[src/rtl/design_switch_sequencer.sv]
// Owns the design_sel bus feeding the pad mux and changes it glitch-free:
// reset held, pads quiesced, selection committed, settle window, then reset released.
module design_switch_sequencer #(
    parameter int unsigned QUIESCE_CYCLES = 16,
    parameter int unsigned SETTLE_CYCLES  = 64,
    parameter int unsigned CNT_W          = 8
) (
    input  logic       clk_i,
    input  logic       rst_n,
    input  logic [4:0] boot_sel,
    input  logic [4:0] sel_req,
    input  logic       sel_req_valid,
    output logic       sel_req_ready,
    input  logic       lock_i,
    output logic [4:0] design_sel,
    output logic       io_quiesce,
    output logic       rst_release,
    output logic       busy,
    output logic       sel_done
);

    typedef enum logic [1:0] {
        ST_RUN     = 2'd0,
        ST_QUIESCE = 2'd1,
        ST_SWITCH  = 2'd2,
        ST_SETTLE  = 2'd3
    } state_t;

    localparam logic [CNT_W-1:0] Q_LAST = CNT_W'(QUIESCE_CYCLES - 1);
    localparam logic [CNT_W-1:0] S_LAST = CNT_W'(SETTLE_CYCLES - 1);

    state_t           state_q, state_d;
    logic [CNT_W-1:0] cnt_q, cnt_d;
    logic [4:0]       design_sel_q, design_sel_d;
    logic [4:0]       pend_q, pend_d;
    logic             via_switch_q, via_switch_d;
    logic             io_quiesce_q, io_quiesce_d;
    logic             rst_release_q, rst_release_d;
    logic             busy_q, busy_d;
    logic             sel_done_q, sel_done_d;
    logic             accept;

    assign sel_req_ready = (state_q == ST_RUN) & ~lock_i;
    assign accept        = sel_req_valid & sel_req_ready;

    always_comb begin
        state_d      = state_q;
        cnt_d        = cnt_q;
        design_sel_d = design_sel_q;
        pend_d       = pend_q;
        via_switch_d = via_switch_q;
        sel_done_d   = 1'b0;

        case (state_q)
            ST_RUN: begin
                if (accept) begin
                    if (sel_req == design_sel_q) begin
                        sel_done_d = 1'b1;
                    end else begin
                        pend_d  = sel_req;
                        cnt_d   = '0;
                        state_d = ST_QUIESCE;
                    end
                end
            end
            ST_QUIESCE: begin
                if (cnt_q >= Q_LAST) state_d = ST_SWITCH;
                else                 cnt_d   = cnt_q + CNT_W'(1);
            end
            ST_SWITCH: begin
                // Pads are already quiesced and designs held in reset here.
                design_sel_d = pend_q;
                cnt_d        = '0;
                via_switch_d = 1'b1;
                state_d      = ST_SETTLE;
            end
            ST_SETTLE: begin
                if (cnt_q >= S_LAST) begin
                    state_d      = ST_RUN;
                    sel_done_d   = via_switch_q;
                    via_switch_d = 1'b0;
                end else begin
                    cnt_d = cnt_q + CNT_W'(1);
                end
            end
            default: begin
                state_d = ST_SETTLE;
                cnt_d   = '0;
            end
        endcase

        io_quiesce_d  = (state_d != ST_RUN);
        rst_release_d = (state_d == ST_RUN);
        busy_d        = (state_d != ST_RUN);
    end

    always_ff @(posedge clk_i) begin
        if (!rst_n) begin
            state_q       <= ST_SETTLE;
            cnt_q         <= '0;
            design_sel_q  <= boot_sel;
            pend_q        <= boot_sel;
            via_switch_q  <= 1'b0;
            io_quiesce_q  <= 1'b1;
            rst_release_q <= 1'b0;
            busy_q        <= 1'b1;
            sel_done_q    <= 1'b0;
        end else begin
            state_q       <= state_d;
            cnt_q         <= cnt_d;
            design_sel_q  <= design_sel_d;
            pend_q        <= pend_d;
            via_switch_q  <= via_switch_d;
            io_quiesce_q  <= io_quiesce_d;
            rst_release_q <= rst_release_d;
            busy_q        <= busy_d;
            sel_done_q    <= sel_done_d;
        end
    end

    assign design_sel  = design_sel_q;
    assign io_quiesce  = io_quiesce_q;
    assign rst_release = rst_release_q;
    assign busy        = busy_q;
    assign sel_done    = sel_done_q;

endmodule

[config.mk]
export PLATFORM = sky130hd
export DESIGN_NAME = design_switch_sequencer
export DESIGN_NICKNAME = d
export VERILOG_FILES = /design/src/rtl/design_switch_sequencer.sv
export SDC_FILE = /design/constraint.sdc
export NUM_CORES = 1
export LEC_CHECK = 0
export ABC_AREA = 1
export CAP_MARGIN = 10
export CORE_MARGIN = 2
export CORE_UTILIZATION = 30
export CTS_BUF_LIST = sky130_fd_sc_hd__clkbuf_8
export CTS_CLUSTER_DIAMETER = 100
export DETAILED_ROUTE_END_ITERATION = 12
export GPL_TIMING_DRIVEN = 0
export PLACE_DENSITY = 0.57
export SLEW_MARGIN = 15
export SYNTH_ARGS = -nofsm -noshare
export SYNTH_HDL_FRONTEND = slang
export SYNTH_SLANG_ARGS = --single-unit
[constraint.sdc]
create_clock -name clk_i -period 1.5 [get_ports clk_i]
set_input_delay 0.3 -clock clk_i [delete_from_list [all_inputs] [get_ports clk_i]]
set_output_delay 0.3 -clock clk_i [all_outputs]
set_load 0.005 [all_outputs]
==> impl_metrics.toml <==
[clock_tree]
cts_buffer_depth = 2
clock-sinks = 24
clkSlewWorstSetupHoldPaths_ns = 0.09
h-tree-depth = 1
cts_tree = "built"
cts_buffers = 3
clock_latency_ns = 0.27
cts-root-buf = "clkbuf_8"

[die]
start_util_pct = 31.21
ios = 24
num_rows = 24
die_w_um = 71.30
die_h_um = 71.30
die_area_mm2 = 0.005084
core-area_mm2 = 0.004354

[placement]
place_ws_ns = -0.3591
finalWeightedCongestion = 0.7401
port_buffers = 23
placed_area_mm2 = 0.001654
post-dp-hpwl_mm = 2.101

[logic_synthesis]
synth_edf_count = 10
yosysTopAreaCell = "edfxtp_1"
syn_inst = 179
yosysTopAreaCellShare_pct = 22.10
yosysMostFrequentCell = "nand2_1"
synth.top_cells.by_count = "57 x nand2_1, 19 x inv_1, 18 x nor2_1"
yosys_warnings = 0
synth_area_leaders = "edfxtp_1 22%, dfxtp_1 21%, nand2_1 16%, ha_1 5.5%, inv_1 5.2%"
syn-num-nets = 199
synth.distinct_cells = 28
netlist_area_mm2 = 0.001359
async_flop_share_pct = 0
synth_area_per_cell_um2 = 7.591
seq_area_frac_synth_pct = 42.73
yosys_register_bits = 24
synth_ff_type = "dfxtp_1"

[worst_setup_path]
cp.required_ns = 1.20
reg2reg_depth = 8
path_cells = "clkdlybuf4s50_1"
critPathBufInv = 1
path_max_fanout = 2
path_class = "reg -> out"
timing.rr.end = "pend_q[4]$_DFFE_PP_"
worstSetupStartpointType = "flip-flop"
r2r-start = "state_q[1]$_SDFF_PN1_"
critical_path_arrival_ns = 1.15
cp_slowest_cell = "clkdlybuf4s50_1"
slowest_delay_ns = 0.51
r2r_slack_ns = 0.06
endpoint_kind = "primary output"
cp_top_family = "buffers and inverters"
cp.depth = 1

[final_layout]
nNetsFinal = 233
synthToLayoutAreaGrowth_pct = 35.82
final_area_mm2 = 0.001846
drive_gt1_share_pct = 24.53
num_antenna_cells = 0

[global_route]
use_met3_pct = 2.532
grt_max_degree = 14
grtUsageMet2_pct = 18.11
antenna_found_initial = 0
busiest_layer = "met2"
grtUsageTotal_pct = 11.93
grtUsageMet1_pct = 16.99
overflow = 0
grt_pass1_wl_mm = 4.836
first_global_vias = 1028

[timing]
fin_crit_sh_pct = 96.76
timing.fmax_ghz = 0.6890
worst_pin_slew_ns = 0.2961
max_slew_margin_pct = 80.21
finalHoldViolCount = 0
setup_slack_ns = 0.04857
setup_viol = 0
finalCriticalPeriod_ns = 1.451
clock-skew-final_ns = 0.004237
slew_violations = 0
rsz0062_at_grt = "yes"
whs_ns = 0.4619

[drt]
drc_errors = 0
drtIter0Drc = 77
vias = 1175
wirelength_mm = 3.009
postRouteAntennaNets = 0
routedWlPerCell_um = 11.40
drt-vias-per-instance = 4.451
firstDrtPassIters = 4

[power]
power.density_mw_per_mm2 = 1253
power_uw = 2312
ir_worst_vdd_mv = 0.8616
p_leak_uw = 0.0008581

[min_path]
worstHoldPathType = "in -> reg"
hold_depth = 3
holdPathEnd = "pend_q[0]$_DFFE_PP_"
hold_start = "sel_req[0]"

[run_status]
outcome = "finished, final reports clean"

[run]
max_cap_violations = 0
[report_power, final]
group	total, uW	switching, uW	internal, uW	leakage, uW
combinational	982	532	449	0.000621
clock	394	210	183	0.0000231
sequential	936	109	827	0.000214
[sequential cells by signal, indices dropped and copies added (netlist names)]
name,flops
busy,1
via_switch_q,1
design_sel,5
sel_done,1
state_q,2
rst_release,1
pend_q,5
cnt_q,8
[through the flow]
| step | TNS, ns | instances | utilization [%] |
|---|---|---|---|
| 2_1_floorplan | 0 | 179 | - |
| 3_3_place_gp | -7.904 | 254 | 37.99 |
| 3_5_place_dp | -7.761 | 254 | 37.99 |
| 4_1_cts | -0.01554 | 258 | 40.06 |
| 5_1_grt | -0.3349 | 264 | 42.39 |
| 6_report | 0 | 264 | 42.39 |
[cells by family after synthesis]
family                     after synthesis  synth area share, %
DFF                                     24                42.73
buffers and inverters                   27                8.011
and+or+nand+nor                        104                34.53
xor gates and xnor gates                 3                1.934
AOI/OAI and AO/OA                       15                7.274
adders and majority gates                6                5.525
[how the worst max path moves through the flow]
stage                     slack [ns]                    start                  end
after global routing           -0.06               sel_req[1]  sel_done$_SDFF_PN0_
after detailed placement       -0.36               sel_req[0]  pend_q[4]$_DFFE_PP_
after global placement         -0.37               sel_req[0]  pend_q[0]$_DFFE_PP_
after CTS                      -0.02    state_q[1]$_SDFF_PN1_        sel_req_ready
final                           0.05  design_sel[4]$_DFFE_PP_        design_sel[4]
after floorplan                 0.06    state_q[1]$_SDFF_PN1_  pend_q[0]$_DFFE_PP_
[area by class of cell]
cell class | count | area [um^2]
Sequential cell | 24 | 593.1
Multi-Input combinational cell | 128 | 742.0
Tap cell | 52 | 65.06
Fill cell | 441 | 2509
Clock buffer | 3 | 41.29
Timing Repair Buffer | 29 | 281.5
Clock inverter | 1 | 3.754
Inverter | 24 | 101.3
Buffer | 3 | 17.52
[layer usage]
metal / vias up / routed length, um / share of wire, %
met3: 5 / 100 / 3.3
met5: - / 0 / 0
met2: 15 / 1369 / 45
li1: 633 / - / -
met4: 0 / 35 / 1.2
met1: 522 / 1503 / 50
[cells in the final DEF, fill, tap and decap left out, drive strengths merged]
| cell type | netlist | final |
|---|---|---|
| a21oi | 7 | 7 |
| buf | 2 | 9 |
| clkbuf | 1 | 4 |
| clkdlybuf4s50 | 0 | 16 |
| clkinv | 2 | 3 |
| dfxtp | 14 | 14 |
| dlygate4sd2 | 0 | 1 |
| dlymetal6s2s | 0 | 5 |
| edfxtp | 10 | 10 |
| ha | 6 | 6 |
| inv | 22 | 22 |
| nand2 | 63 | 63 |
| nand3 | 16 | 16 |
| nand4 | 3 | 3 |
| nor2 | 21 | 21 |
| nor3 | 1 | 1 |
| o21ai | 7 | 7 |
| o22ai | 1 | 1 |
| xnor2 | 2 | 2 |
| xor2 | 1 | 1 |
[repair_timing]
item | CTS | global route
setup endpoints to repair | 23 | 21
hold buffers | 0 | 0
resized for setup | 22 | 20
cloned | 0 | 0
hold endpoints to repair | 0 | 0
pin swaps | 2 | 6
setup buffers | 0 | 6
No activity file was read; power rests on OpenSTA's default activity.
